$ cat src/rtl/vga_timing_pkg.sv
// vga_timing_pkg
//   Shared 640x480@60 raster constants, the sync-monitor FSM state encoding
//   and a small counter helper. Used by the VGA drivers and the sync monitor.
//   No ports.
package vga_timing_pkg;

    localparam int H_VISIBLE = 640;
    localparam int H_FP      = 16;
    localparam int H_SYNC    = 96;
    localparam int H_BP      = 48;
    localparam int H_TOTAL   = H_VISIBLE + H_FP + H_SYNC + H_BP;

    localparam int V_VISIBLE = 480;
    localparam int V_FP      = 10;
    localparam int V_SYNC    = 2;
    localparam int V_BP      = 33;
    localparam int V_TOTAL   = V_VISIBLE + V_FP + V_SYNC + V_BP;

    localparam int PIX_DIV   = 4;
    localparam bit SYNC_POL  = 1'b0;

    // Width of the pixel/line counters and coordinates.
    localparam int CNT_W = 10;

    typedef enum logic [1:0] {
        HUNT  = 2'd0,
        ALIGN = 2'd1,
        LOCK  = 2'd2
    } vga_mon_state_e;

    // Increment that wraps to zero after 'last'.
    function automatic logic [CNT_W-1:0] cnt_wrap_inc(input logic [CNT_W-1:0] cnt,
                                                      input logic [CNT_W-1:0] last);
        return (cnt == last) ? '0 : cnt + CNT_W'(1);
    endfunction

endpackage

$ cat src/rtl/vga_edge_sync.sv
// vga_edge_sync
//   Registers one sync line twice and flags assertion / deassertion edges
//   between the two copies, interpreting the level through ACTIVE_LVL.
// Ports
//   clk_i        system clock
//   rst_ni       synchronous reset, active-low
//   sync_i       raw sync input
//   assert_o     stage-1 active, stage-2 inactive
//   deassert_o   stage-1 inactive, stage-2 active
module vga_edge_sync #(
    parameter bit ACTIVE_LVL = 1'b0
) (
    input  logic clk_i,
    input  logic rst_ni,
    input  logic sync_i,
    output logic assert_o,
    output logic deassert_o
);

    logic s1_q;
    logic s2_q;
    logic act1;
    logic act2;

    // Both stages follow the pin during reset so that releasing reset while
    // the sync is held active does not fabricate an edge.
    always_ff @(posedge clk_i) begin
        if (!rst_ni) begin
            s1_q <= sync_i;
            s2_q <= sync_i;
        end else begin
            s1_q <= sync_i;
            s2_q <= s1_q;
        end
    end

    assign act1       = (s1_q == ACTIVE_LVL);
    assign act2       = (s2_q == ACTIVE_LVL);
    assign assert_o   = act1 & ~act2;
    assign deassert_o = ~act1 & act2;

endmodule

$ cat src/rtl/vga_sync_monitor.sv
// vga_sync_monitor
//   Passive checker on a VGA stream: recovers the raster from HS/VS, reports
//   visible pixels with coordinates and colour, captures the colour at a
//   probe coordinate, verifies sync timing and counts locked frames.
// Ports
//   CLK, RST_BTN        clock, synchronous active-low reset
//   VGA_HS, VGA_VS      syncs under test
//   VGA_R/G/B           4-bit colour channels under test
//   PROBE_X, PROBE_Y    probe coordinate
//   pix_valid/x/y/rgb   recovered visible pixel (one-cycle strobe)
//   probe_rgb/valid     colour captured at the probe, update pulse
//   locked              raster timing verified
//   frame_count         completed locked frames (wraps)
//   err_hs, err_vs      one-cycle timing violation pulses
//
// state | meaning
// HUNT  | no reference; timing checks disabled, waiting for a VS edge
// ALIGN | counters loaded from one VS edge, checking the next frame
// LOCK  | raster verified; pixels reported, frames counted
module vga_sync_monitor
    import vga_timing_pkg::*;
#(
    parameter int H_VISIBLE = vga_timing_pkg::H_VISIBLE,
    parameter int H_FP      = vga_timing_pkg::H_FP,
    parameter int H_SYNC    = vga_timing_pkg::H_SYNC,
    parameter int H_BP      = vga_timing_pkg::H_BP,
    parameter int V_VISIBLE = vga_timing_pkg::V_VISIBLE,
    parameter int V_FP      = vga_timing_pkg::V_FP,
    parameter int V_SYNC    = vga_timing_pkg::V_SYNC,
    parameter int V_BP      = vga_timing_pkg::V_BP,
    parameter int PIX_DIV   = vga_timing_pkg::PIX_DIV,
    parameter bit SYNC_POL  = vga_timing_pkg::SYNC_POL
) (
    input  logic             CLK,
    input  logic             RST_BTN,
    input  logic             VGA_HS,
    input  logic             VGA_VS,
    input  logic [3:0]       VGA_R,
    input  logic [3:0]       VGA_G,
    input  logic [3:0]       VGA_B,
    input  logic [CNT_W-1:0] PROBE_X,
    input  logic [CNT_W-1:0] PROBE_Y,
    output logic             pix_valid,
    output logic [CNT_W-1:0] pix_x,
    output logic [CNT_W-1:0] pix_y,
    output logic [11:0]      pix_rgb,
    output logic [11:0]      probe_rgb,
    output logic             probe_valid,
    output logic             locked,
    output logic [15:0]      frame_count,
    output logic             err_hs,
    output logic             err_vs
);

    localparam int H_TOT = H_VISIBLE + H_FP + H_SYNC + H_BP;
    localparam int V_TOT = V_VISIBLE + V_FP + V_SYNC + V_BP;

    localparam logic [CNT_W-1:0] H_VIS  = CNT_W'(H_VISIBLE);
    localparam logic [CNT_W-1:0] V_VIS  = CNT_W'(V_VISIBLE);
    localparam logic [CNT_W-1:0] H_AS   = CNT_W'(H_VISIBLE + H_FP);
    localparam logic [CNT_W-1:0] H_DE   = CNT_W'(H_VISIBLE + H_FP + H_SYNC);
    localparam logic [CNT_W-1:0] V_AS   = CNT_W'(V_VISIBLE + V_FP);
    localparam logic [CNT_W-1:0] V_DE   = CNT_W'(V_VISIBLE + V_FP + V_SYNC);
    localparam logic [CNT_W-1:0] H_LAST = CNT_W'(H_TOT - 1);
    localparam logic [CNT_W-1:0] V_LAST = CNT_W'(V_TOT - 1);

    localparam int                DIV_W    = (PIX_DIV > 1) ? $clog2(PIX_DIV) : 1;
    localparam logic [DIV_W-1:0]  DIV_LAST = DIV_W'(PIX_DIV - 1);

    logic hs_as, hs_de, vs_as, vs_de;

    vga_edge_sync #(.ACTIVE_LVL(SYNC_POL)) u_hs_sync (
        .clk_i      (CLK),
        .rst_ni     (RST_BTN),
        .sync_i     (VGA_HS),
        .assert_o   (hs_as),
        .deassert_o (hs_de)
    );

    vga_edge_sync #(.ACTIVE_LVL(SYNC_POL)) u_vs_sync (
        .clk_i      (CLK),
        .rst_ni     (RST_BTN),
        .sync_i     (VGA_VS),
        .assert_o   (vs_as),
        .deassert_o (vs_de)
    );

    vga_mon_state_e   state_q, state_d;
    logic [DIV_W-1:0] div_q, div_d, div_cur;
    logic [CNT_W-1:0] h_cnt_q, h_d, h_adv;
    logic [CNT_W-1:0] v_cnt_q, v_d, v_cur;
    logic [11:0]      rgb_s1_q;
    logic [15:0]      frame_count_q, frame_count_d;
    logic             pix_valid_q, pix_valid_d;
    logic [CNT_W-1:0] pix_x_q, pix_y_q;
    logic [11:0]      pix_rgb_q, probe_rgb_q;
    logic             probe_valid_q, probe_hit;
    logic             err_hs_q, err_vs_q;
    logic             strobe, h_wrap, h_err, v_err, hunting;

    always_comb begin
        div_cur       = hs_as ? '0 : div_q;
        strobe        = (div_cur == '0);
        div_d         = (div_cur == DIV_LAST) ? '0 : div_cur + DIV_W'(1);

        // H load takes priority over the advance, so a line start never
        // wraps on the same cycle as an HS edge.
        h_adv         = cnt_wrap_inc(h_cnt_q, H_LAST);
        h_d           = h_cnt_q;
        h_wrap        = 1'b0;
        if (hs_as) begin
            h_d = H_AS;
        end else if (strobe) begin
            h_d    = h_adv;
            h_wrap = (h_adv == '0);
        end

        // v_cur is the line this cycle belongs to; V checks compare against it.
        v_cur         = h_wrap ? cnt_wrap_inc(v_cnt_q, V_LAST) : v_cnt_q;
        v_d           = vs_as ? V_AS : v_cur;

        hunting       = (state_q == HUNT);
        h_err         = !hunting && ((hs_as && (h_adv != H_AS)) ||
                                     (hs_de && !(strobe && (h_adv == H_DE))));
        v_err         = !hunting && ((vs_as && (v_cur != V_AS)) ||
                                     (vs_de && (v_cur != V_DE)));

        state_d = state_q;
        case (state_q)
            HUNT:    if (vs_as) state_d = ALIGN;
            ALIGN:   if (vs_as) state_d = LOCK;
            LOCK:    state_d = LOCK;
            default: state_d = HUNT;
        endcase
        if (h_err || v_err) state_d = HUNT;

        frame_count_d = frame_count_q;
        if ((state_q == LOCK) && vs_as && !h_err && !v_err)
            frame_count_d = frame_count_q + 16'd1;

        pix_valid_d   = (state_q == LOCK) && strobe && (h_d < H_VIS) && (v_d < V_VIS);
        probe_hit     = pix_valid_q && (pix_x_q == PROBE_X) && (pix_y_q == PROBE_Y);
    end

    always_ff @(posedge CLK) begin
        if (!RST_BTN) state_q <= HUNT;
        else          state_q <= state_d;
    end

    always_ff @(posedge CLK) begin
        if (!RST_BTN) begin
            div_q         <= '0;
            h_cnt_q       <= '0;
            v_cnt_q       <= '0;
            rgb_s1_q      <= '0;
            frame_count_q <= '0;
            pix_valid_q   <= 1'b0;
            pix_x_q       <= '0;
            pix_y_q       <= '0;
            pix_rgb_q     <= '0;
            probe_rgb_q   <= '0;
            probe_valid_q <= 1'b0;
            err_hs_q      <= 1'b0;
            err_vs_q      <= 1'b0;
        end else begin
            div_q         <= div_d;
            h_cnt_q       <= h_d;
            v_cnt_q       <= v_d;
            rgb_s1_q      <= {VGA_R, VGA_G, VGA_B};
            frame_count_q <= frame_count_d;
            pix_valid_q   <= pix_valid_d;
            if (pix_valid_d) begin
                pix_x_q   <= h_d;
                pix_y_q   <= v_d;
                pix_rgb_q <= rgb_s1_q;
            end
            probe_valid_q <= probe_hit;
            if (probe_hit) probe_rgb_q <= pix_rgb_q;
            err_hs_q      <= h_err;
            err_vs_q      <= v_err;
        end
    end

    assign pix_valid   = pix_valid_q;
    assign pix_x       = pix_x_q;
    assign pix_y       = pix_y_q;
    assign pix_rgb     = pix_rgb_q;
    assign probe_rgb   = probe_rgb_q;
    assign probe_valid = probe_valid_q;
    assign locked      = (state_q == LOCK);
    assign frame_count = frame_count_q;
    assign err_hs      = err_hs_q;
    assign err_vs      = err_vs_q;

endmodule
$ cat config.mk
export PLATFORM = sky130hd
export DESIGN_NAME = vga_sync_monitor
export DESIGN_NICKNAME = d
export VERILOG_FILES = /design/src/rtl/vga_timing_pkg.sv /design/src/rtl/vga_edge_sync.sv /design/src/rtl/vga_sync_monitor.sv
export SDC_FILE = /design/constraint.sdc
export NUM_CORES = 1
export LEC_CHECK = 0
export BUFFER_PORTS_ARGS = -buffer_cell sky130_fd_sc_hd__buf_2
export CORE_ASPECT_RATIO = 0.6
export CORE_MARGIN = 5
export CORE_UTILIZATION = 45
export CTS_CLUSTER_SIZE = 12
export DETAILED_ROUTE_END_ITERATION = 10
export PLACE_DENSITY = 0.7
export REMOVE_ABC_BUFFERS = 1
export SKIP_CTS_REPAIR_TIMING = 1
export SLEW_MARGIN = 0
export SYNTH_ARGS = -nofsm -noshare
export SYNTH_HDL_FRONTEND = slang
export SYNTH_SLANG_ARGS = --single-unit
$ cat constraint.sdc
create_clock -name CLK -period 5.5 [get_ports CLK]
set_clock_uncertainty 0.15 [all_clocks]
set_input_delay 0.55 -clock CLK [delete_from_list [all_inputs] [get_ports CLK]]
set_output_delay 0.55 -clock CLK [all_outputs]
set_load 0.01 [all_outputs]
; Word-level counts from Yosys, hierarchy flattened
; Cells that the tools add are included.
[totals]
out_inout_bits = 65
wordCells = 88
register_bits = 104
[classes]
n_reduce_logical = 28
bitwise = 9
n_eq_ne = 13
addsub = 4
n_lt_le_gt_ge = 2
muxes = 14
[op_table]
columns = operator, n
row1 = 10-bit 2-to-1 mux, 6
row2 = "10-bit equality test, second input constant", 3
row3 = "10-bit by 1-bit adder with 10-bit output, second input constant", 2
row4 = 10-bit equality test, 2
row5 = "10-bit by 9-bit != test with 1-bit output, second input constant", 2
row6 = "16-bit by 1-bit adder with 16-bit output, second input constant", 1
row7 = 1-bit logical AND, 15
row8 = 10-bit zero test, 1
row9 = "10-bit < comparator, second input constant", 1
row10 = "10-bit by 9-bit < comparator with 1-bit output, second input constant", 1
row11 = "10-bit != test, second input constant", 1
row12 = 2-bit 2-to-1 mux, 3
row13 = 2-bit one-hot mux with 3 select lines, 1
row14 = 1-bit NOT, 5
row15 = 1-bit bitwise AND, 4
row16 = "2-bit equality test, second input constant", 2
row17 = 1-bit zero test, 4
row18 = 2-bit zero test, 2
row19 = 1-bit 2-to-1 mux, 4
row20 = "2-bit != test, second input constant", 2
row21 = 2-bit OR reduction, 2
row22 = 1-bit logical OR, 3
row23 = "2-bit by 1-bit adder with 2-bit output, second input constant", 1
row24 = "2-bit by 1-bit equality test with 1-bit output, second input constant", 1
row25 = 2-bit AND reduction, 1

; Depth between registers and ports, before layout
[depth]
ltp_word = 13
depth_mapped = 15
ltp_nobuf = 12

; By module
; Synthesis repeated with hierarchy kept, for this count alone.
[unflattened]
cells_unflattened = 611
area_unflattened_um2 = 5240.0
[by_module_without_submodules]
columns = module, cells_per_inst, area_per_inst_um2, n_inst
row1 = vga_sync_monitor, 601, 5104.9, 1
row2 = vga_edge_sync, 5, 67.6, 2

; Worst setup path after synthesis
; OpenSTA, ideal clock, no wires.
[synth_path]
path_type = reg-to-reg
from = register h_cnt_q[0]
to = register frame_count_q[14] (netlist: frame_count[14])
slack_ps = 2064
period_less_slack_ps = 3436
path_buffers = 2
setup_time_ps = 71
t_arrival_ps = 3216
required_time_ps = 5279
path_stages_with_launch = 13
cell_sequence = dfxtp_1 ha_1 and4_4 buf_6 a2111oi_4 a21oi_2 or4_4 o311ai_1 a21oi_1 nand4b_4 buf_6 or4_1 a21oi_1
[synth_between]
elab_chain_cells = 12
elab_cells_between_ends = 25
[synth_rtl]
columns = element, line
row1 = start: declaration, vga_sync_monitor.sv:90  ; logic [CNT_W-1:0] h_cnt_q, h_d, h_adv;
row2 = start signal: assignment, vga_sync_monitor.sv:153  ; h_cnt_q <= '0;
row3 = start signal: assignment, vga_sync_monitor.sv:167  ; h_cnt_q <= h_d;
row4 = 10-bit by 1-bit adder with 10-bit output or 10-bit equality test (tied branches), vga_timing_pkg.sv:34  ; return (cnt == last) ? '0 : cnt + CNT_W'(1);
row5 = 10-bit 2-to-1 mux (*), vga_timing_pkg.sv:34
row6 = 10-bit zero test, vga_sync_monitor.sv:115  ; h_wrap = (h_adv == '0);
row7 = 1-bit 2-to-1 mux, vga_sync_monitor.sv:113  ; end else if (strobe) begin
row8 = 1-bit 2-to-1 mux, vga_sync_monitor.sv:111  ; if (hs_as) begin
row9 = 10-bit 2-to-1 mux, vga_sync_monitor.sv:119  ; v_cur = h_wrap ? cnt_wrap_inc(v_cnt_q, V_LAST) : v_cnt_q;
row10 = "10-bit by 9-bit != test with 1-bit output, on equally long branches", "vga_sync_monitor.sv:125, vga_sync_monitor.sv:126"
row11 = "1-bit logical AND, on equally long branches", "vga_sync_monitor.sv:125, vga_sync_monitor.sv:126"
row12 = 1-bit logical OR, vga_sync_monitor.sv:125  ; v_err = !hunting && ((vs_as && (v_cur != V_AS)) ||
row13 = 1-bit logical AND, vga_sync_monitor.sv:125
row14 = 1-bit zero test, vga_sync_monitor.sv:138  ; if ((state_q == LOCK) && vs_as && !h_err && !v_err)
row15 = 1-bit logical AND (*), vga_sync_monitor.sv:138
row16 = end signal: assignment, vga_sync_monitor.sv:170  ; frame_count_q <= frame_count_d;
row17 = end: declaration, vga_sync_monitor.sv:93  ; logic [15:0] frame_count_q, frame_count_d;
; Every way passes the cells marked *; elsewhere a longest branch is shown, timed or not.
; A chain may end at the register's enable or synchronous reset.

; Final worst setup path
[layout_path]
from = register u_hs_sync.s1_q
to = register frame_count_q[0] (netlist: frame_count[0])
[layout_between]
elab_chain_cells = 13
elab_cells_between_ends = 24
[layout_rtl]
columns = element, line
row1 = start: declaration, vga_edge_sync.sv:20  ; logic s1_q;
row2 = start signal: assignment, vga_edge_sync.sv:29  ; s1_q <= sync_i;
row3 = start signal: assignment, vga_edge_sync.sv:32  ; s1_q <= sync_i;
row4 = 1-bit NOT, vga_edge_sync.sv:37  ; assign act1 = (s1_q == ACTIVE_LVL);
row5 = 1-bit bitwise AND, vga_edge_sync.sv:39  ; assign assert_o = act1 & ~act2;
row6 = 2-bit 2-to-1 mux, vga_sync_monitor.sv:102  ; div_cur = hs_as ? '0 : div_q;
row7 = 2-bit zero test, vga_sync_monitor.sv:103  ; strobe = (div_cur == '0);
row8 = 1-bit 2-to-1 mux, vga_sync_monitor.sv:113
row9 = 1-bit 2-to-1 mux, vga_sync_monitor.sv:111
row10 = 10-bit 2-to-1 mux, vga_sync_monitor.sv:119
row11 = "10-bit by 9-bit != test with 1-bit output, on equally long branches", "vga_sync_monitor.sv:125, vga_sync_monitor.sv:126"
row12 = "1-bit logical AND, on equally long branches", "vga_sync_monitor.sv:125, vga_sync_monitor.sv:126"
row13 = 1-bit logical OR, vga_sync_monitor.sv:125
row14 = 1-bit logical AND, vga_sync_monitor.sv:125
row15 = 1-bit zero test, vga_sync_monitor.sv:138
row16 = 1-bit logical AND (*), vga_sync_monitor.sv:138
; Marks and branches as above.

==> run_results.csv <==
group,metric,value,unit
power,ir_drop,0.000193,V
detailed_routing,firstDrtPassIters,6,
logic_synthesis,synth.area.top_cells,"dfxtp_1 42%, mux2i_1 7.5%, nor2_1 6.1%, a21oi_1 3.5%, xor2_1 3.4%",
global_routing,grt_max_degree,47,
detailed_routing,avgViaCountPerCell,5.49,
clock_tree,clock_path_buffers,2,
power,p_seq_frac,0.484,
logic_synthesis,synth-edff-count,0,
placed_design,gp_congestion,0.938,
power,p_comb_frac,0.147,
timing,whs,0.163,ns
logic_synthesis,yosys_warnings,0,
detailed_routing,wl,12800,µm
setup_path,end_kind,"register",
final_layout,drive_gt1_frac,0.213,
logic_synthesis,synth_top_area_cell,"dfxtp_1",
power,leakagePower,2.38,nW
setup_path,criticalPathCategory,"reg -> reg",
setup_path,start_kind,"register",
timing,fin_crit,4.49,ns
detailed_routing,drcViolationCount,0,
detailed_routing,drt.antenna.violating_nets,0,
floorplanning,chipHeight,91.3,µm
logic_synthesis,netlist_instances,554,
detailed_routing,via_count,4279,
detailed_routing,first_iter_violations,249,
setup_path,cp_max_fo,33,
floorplanning,core-area,10700,µm²
power,p_switching,0.484,mW
global_routing,grt_pass1_vias,4129,
floorplanning,ioPinCount,101,
power,pwr_density_cell,290,nW/µm²
global_routing,grt_pass1_wl,21200,µm
logic_synthesis,synth_top_cell_area_share,0.420,
clock_tree,cts_buffers,9,
clock_tree,clkSinkCount,104,
timing,fin_crit_sh,0.816,
setup_path,critical_path_arrival,4.62,ns
final_layout,n_fill_cell,986,
setup_path,required,5.63,ns
worst_hold_path,hold_path_class,"in -> reg",
logic_synthesis,synth-seq-area-share,0.420,
floorplanning,die_w,146,µm
placed_design,placed_area,5500,µm²
floorplanning,rows,29,
power,total_power,1.68,mW
power,clock_power_share,0.369,
final_layout,final_area,5790,µm²
clock_tree,insertion_delay,0.35,ns
global_routing,grt_antenna_before_repair,0,
clock_tree,cts_tree,"built",
power,switching_share,0.289,
clock_tree,clk_transition_reported_paths,0.07,ns
timing,maxSlewHeadroom,0.104,
timing,setup_violations,0,
final_layout,antenna_cells,0,
logic_synthesis,syn_area,4960,µm²
placed_design,dp_slack,1.12,ns
global_routing,grtUsageTotal,0.192,
timing,slew_viol_final,0,
run,maxCapViolations,0,
detailed_routing,routedWlPerCell,16.4,µm
power,p_int,1.19,mW
logic_synthesis,ys_ff_latch,104,
timing,worstMarginPinSlew,1.34,ns
logic_synthesis,synthArstFlopShare,0,
final_layout,final_nets,682,
timing,fin_tns_setup,0,ns
timing,fin_ws,1.01,ns
logic_synthesis,ys.flop_type,"dfxtp_1",
timing,max_freq,223,MHz
clock_tree,h-tree-depth,3,
floorplanning,start_util,0.465,
clock_tree,clockRootBuffer,"clkbuf_16",
timing,finalHoldViolCount,0,
timing,rsz0062_at_grt,"false",
placed_design,hpwl,9580,µm
logic_synthesis,synth_cell_types,56,
placed_design,numPortBuffers,100,
status,status,"finished clean",
global_routing,overflow,0,
floorplanning,die_area,13300,µm²
final_layout,syn_to_final_growth,16.7,%
logic_synthesis,synth.avg_cell_area,8.95,µm²
==> routing by layer <==
metal,global-route usage,part of all wire
met2,0.280,0.44
met5,0,0
met4,0.0419,0.0089
met1,0.280,0.49
met3,0.0587,0.066
==> cell families after synthesis <==
group | after synthesis | share of synthesized area
buffers and inverters | 42 | 0.0404
adder cells (fa/ha/maj) | 11 | 0.0278
AND/OR/NAND/NOR | 227 | 0.240
flip-flops | 104 | 0.420
XOR/XNOR | 31 | 0.0548
multiplexers | 41 | 0.0838
AO/OA/AOI/OAI | 98 | 0.133
==> cells in the final DEF, fill, tap and decap left out, types with 10 or more instances in the layout <==
cell | netlist | routed
mux2i_1 | 37 | 37
or4_1 | 13 | 13
dfxtp_1 | 104 | 104
nand2_1 | 29 | 29
xor2_1 | 19 | 19
o21ai_0 | 10 | 10
o31ai_1 | 13 | 13
xnor2_1 | 12 | 12
and2_1 | 20 | 20
ha_1 | 11 | 11
nor2_1 | 81 | 81
nand3_1 | 21 | 21
and3_1 | 11 | 10
a21oi_1 | 35 | 35
buf_2 | 7 | 100
==> layout make-up <==
cell class | count | area, µm² | area share
clock buffer | 9 | 225 | 0.0389
sequential | 104 | 2080 | 0.360
tap | 139 | 174 | 0.0300
inverter | 10 | 37.5 | 0.00649
clock inverter | 7 | 65.1 | 0.0112
timing repair buffer | 102 | 515 | 0.0891
multi-input combinational | 408 | 2690 | 0.465
==> synth_stat cells (all sizes together) (3+ instances only) <==
| cell type | instances |
|---|---|
| dfxtp | 104 |
| nor2 | 81 |
| mux2i | 37 |
| a21oi | 36 |
| nand2 | 29 |
| nand3 | 21 |
| and2 | 20 |
| clkbuf | 20 |
| xor2 | 19 |
| o21ai | 14 |
| or4 | 14 |
| o31ai | 13 |
| buf | 12 |
| xnor2 | 12 |
| and3 | 11 |
| ha | 11 |
| inv | 10 |
| nor3 | 10 |
| nor4 | 10 |
| a311oi | 8 |
| nand4 | 8 |
| nand2b | 6 |
| mux2 | 4 |
| nor2b | 4 |
| o31a | 4 |
| or3 | 4 |
| a21o | 3 |
| a31oi | 3 |
| o22ai | 3 |
==> path summary, 6_finish.rpt <==
kind / from / end / slack, ns / cells after the start
max: u_hs_sync.s1_q / frame_count[0] / 1.01 / 12
min: VGA_VS / u_vs_sync.s1_q / 0.16 / 1
max reg2reg: u_hs_sync.s1_q / frame_count[0] / 1.01 / 12
min reg2reg: rgb_s1_q[7] / pix_rgb[7] / 0.32 / 2
==> power by group through the flow <==
stage / clock network, mW / registers, mW / logic (mW)
finish: 0.619 / 0.811 / 0.246
global route: 0.666 / 0.815 / 0.277
detailed placement: 0 / 0.827 / 0.245
CTS: 0.633 / 0.810 / 0.246
floorplan: 0 / 0.826 / 0.162
global placement: 0 / 0.826 / 0.235
==> sequential cells by signal (all words and copies together), names as in the netlist, 2 cells and up <==
name         flops
div_q            2
frame_count     16
h_cnt_q         10
pix_rgb         12
pix_x           10
pix_y           10
probe_rgb       12
rgb_s1_q        12
state_q          2
v_cnt_q         10
==> stage by stage <==
stage / cells / util
after floorplan: 522 / -
after global placement: 763 / 0.515
after detailed placement: 763 / 0.515
after CTS: 779 / 0.543
after global routing: 779 / 0.543
final: 779 / 0.543
==> worst max-delay path, stage by stage (launching register included) <==
cell      delay [ns]
dfxtp_1         0.33
nand2b_1        0.33
nand2_1         0.20
ha_1            0.49
nand2_1         0.13
nor4b_2         0.31
o211ai_1        0.23
o31a_1          0.35
o22ai_1         0.25
o22ai_1         0.15
a31oi_2         1.07
o21ai_0         0.25
a21oi_1         0.18
Power figures use the tool's default switching activity.
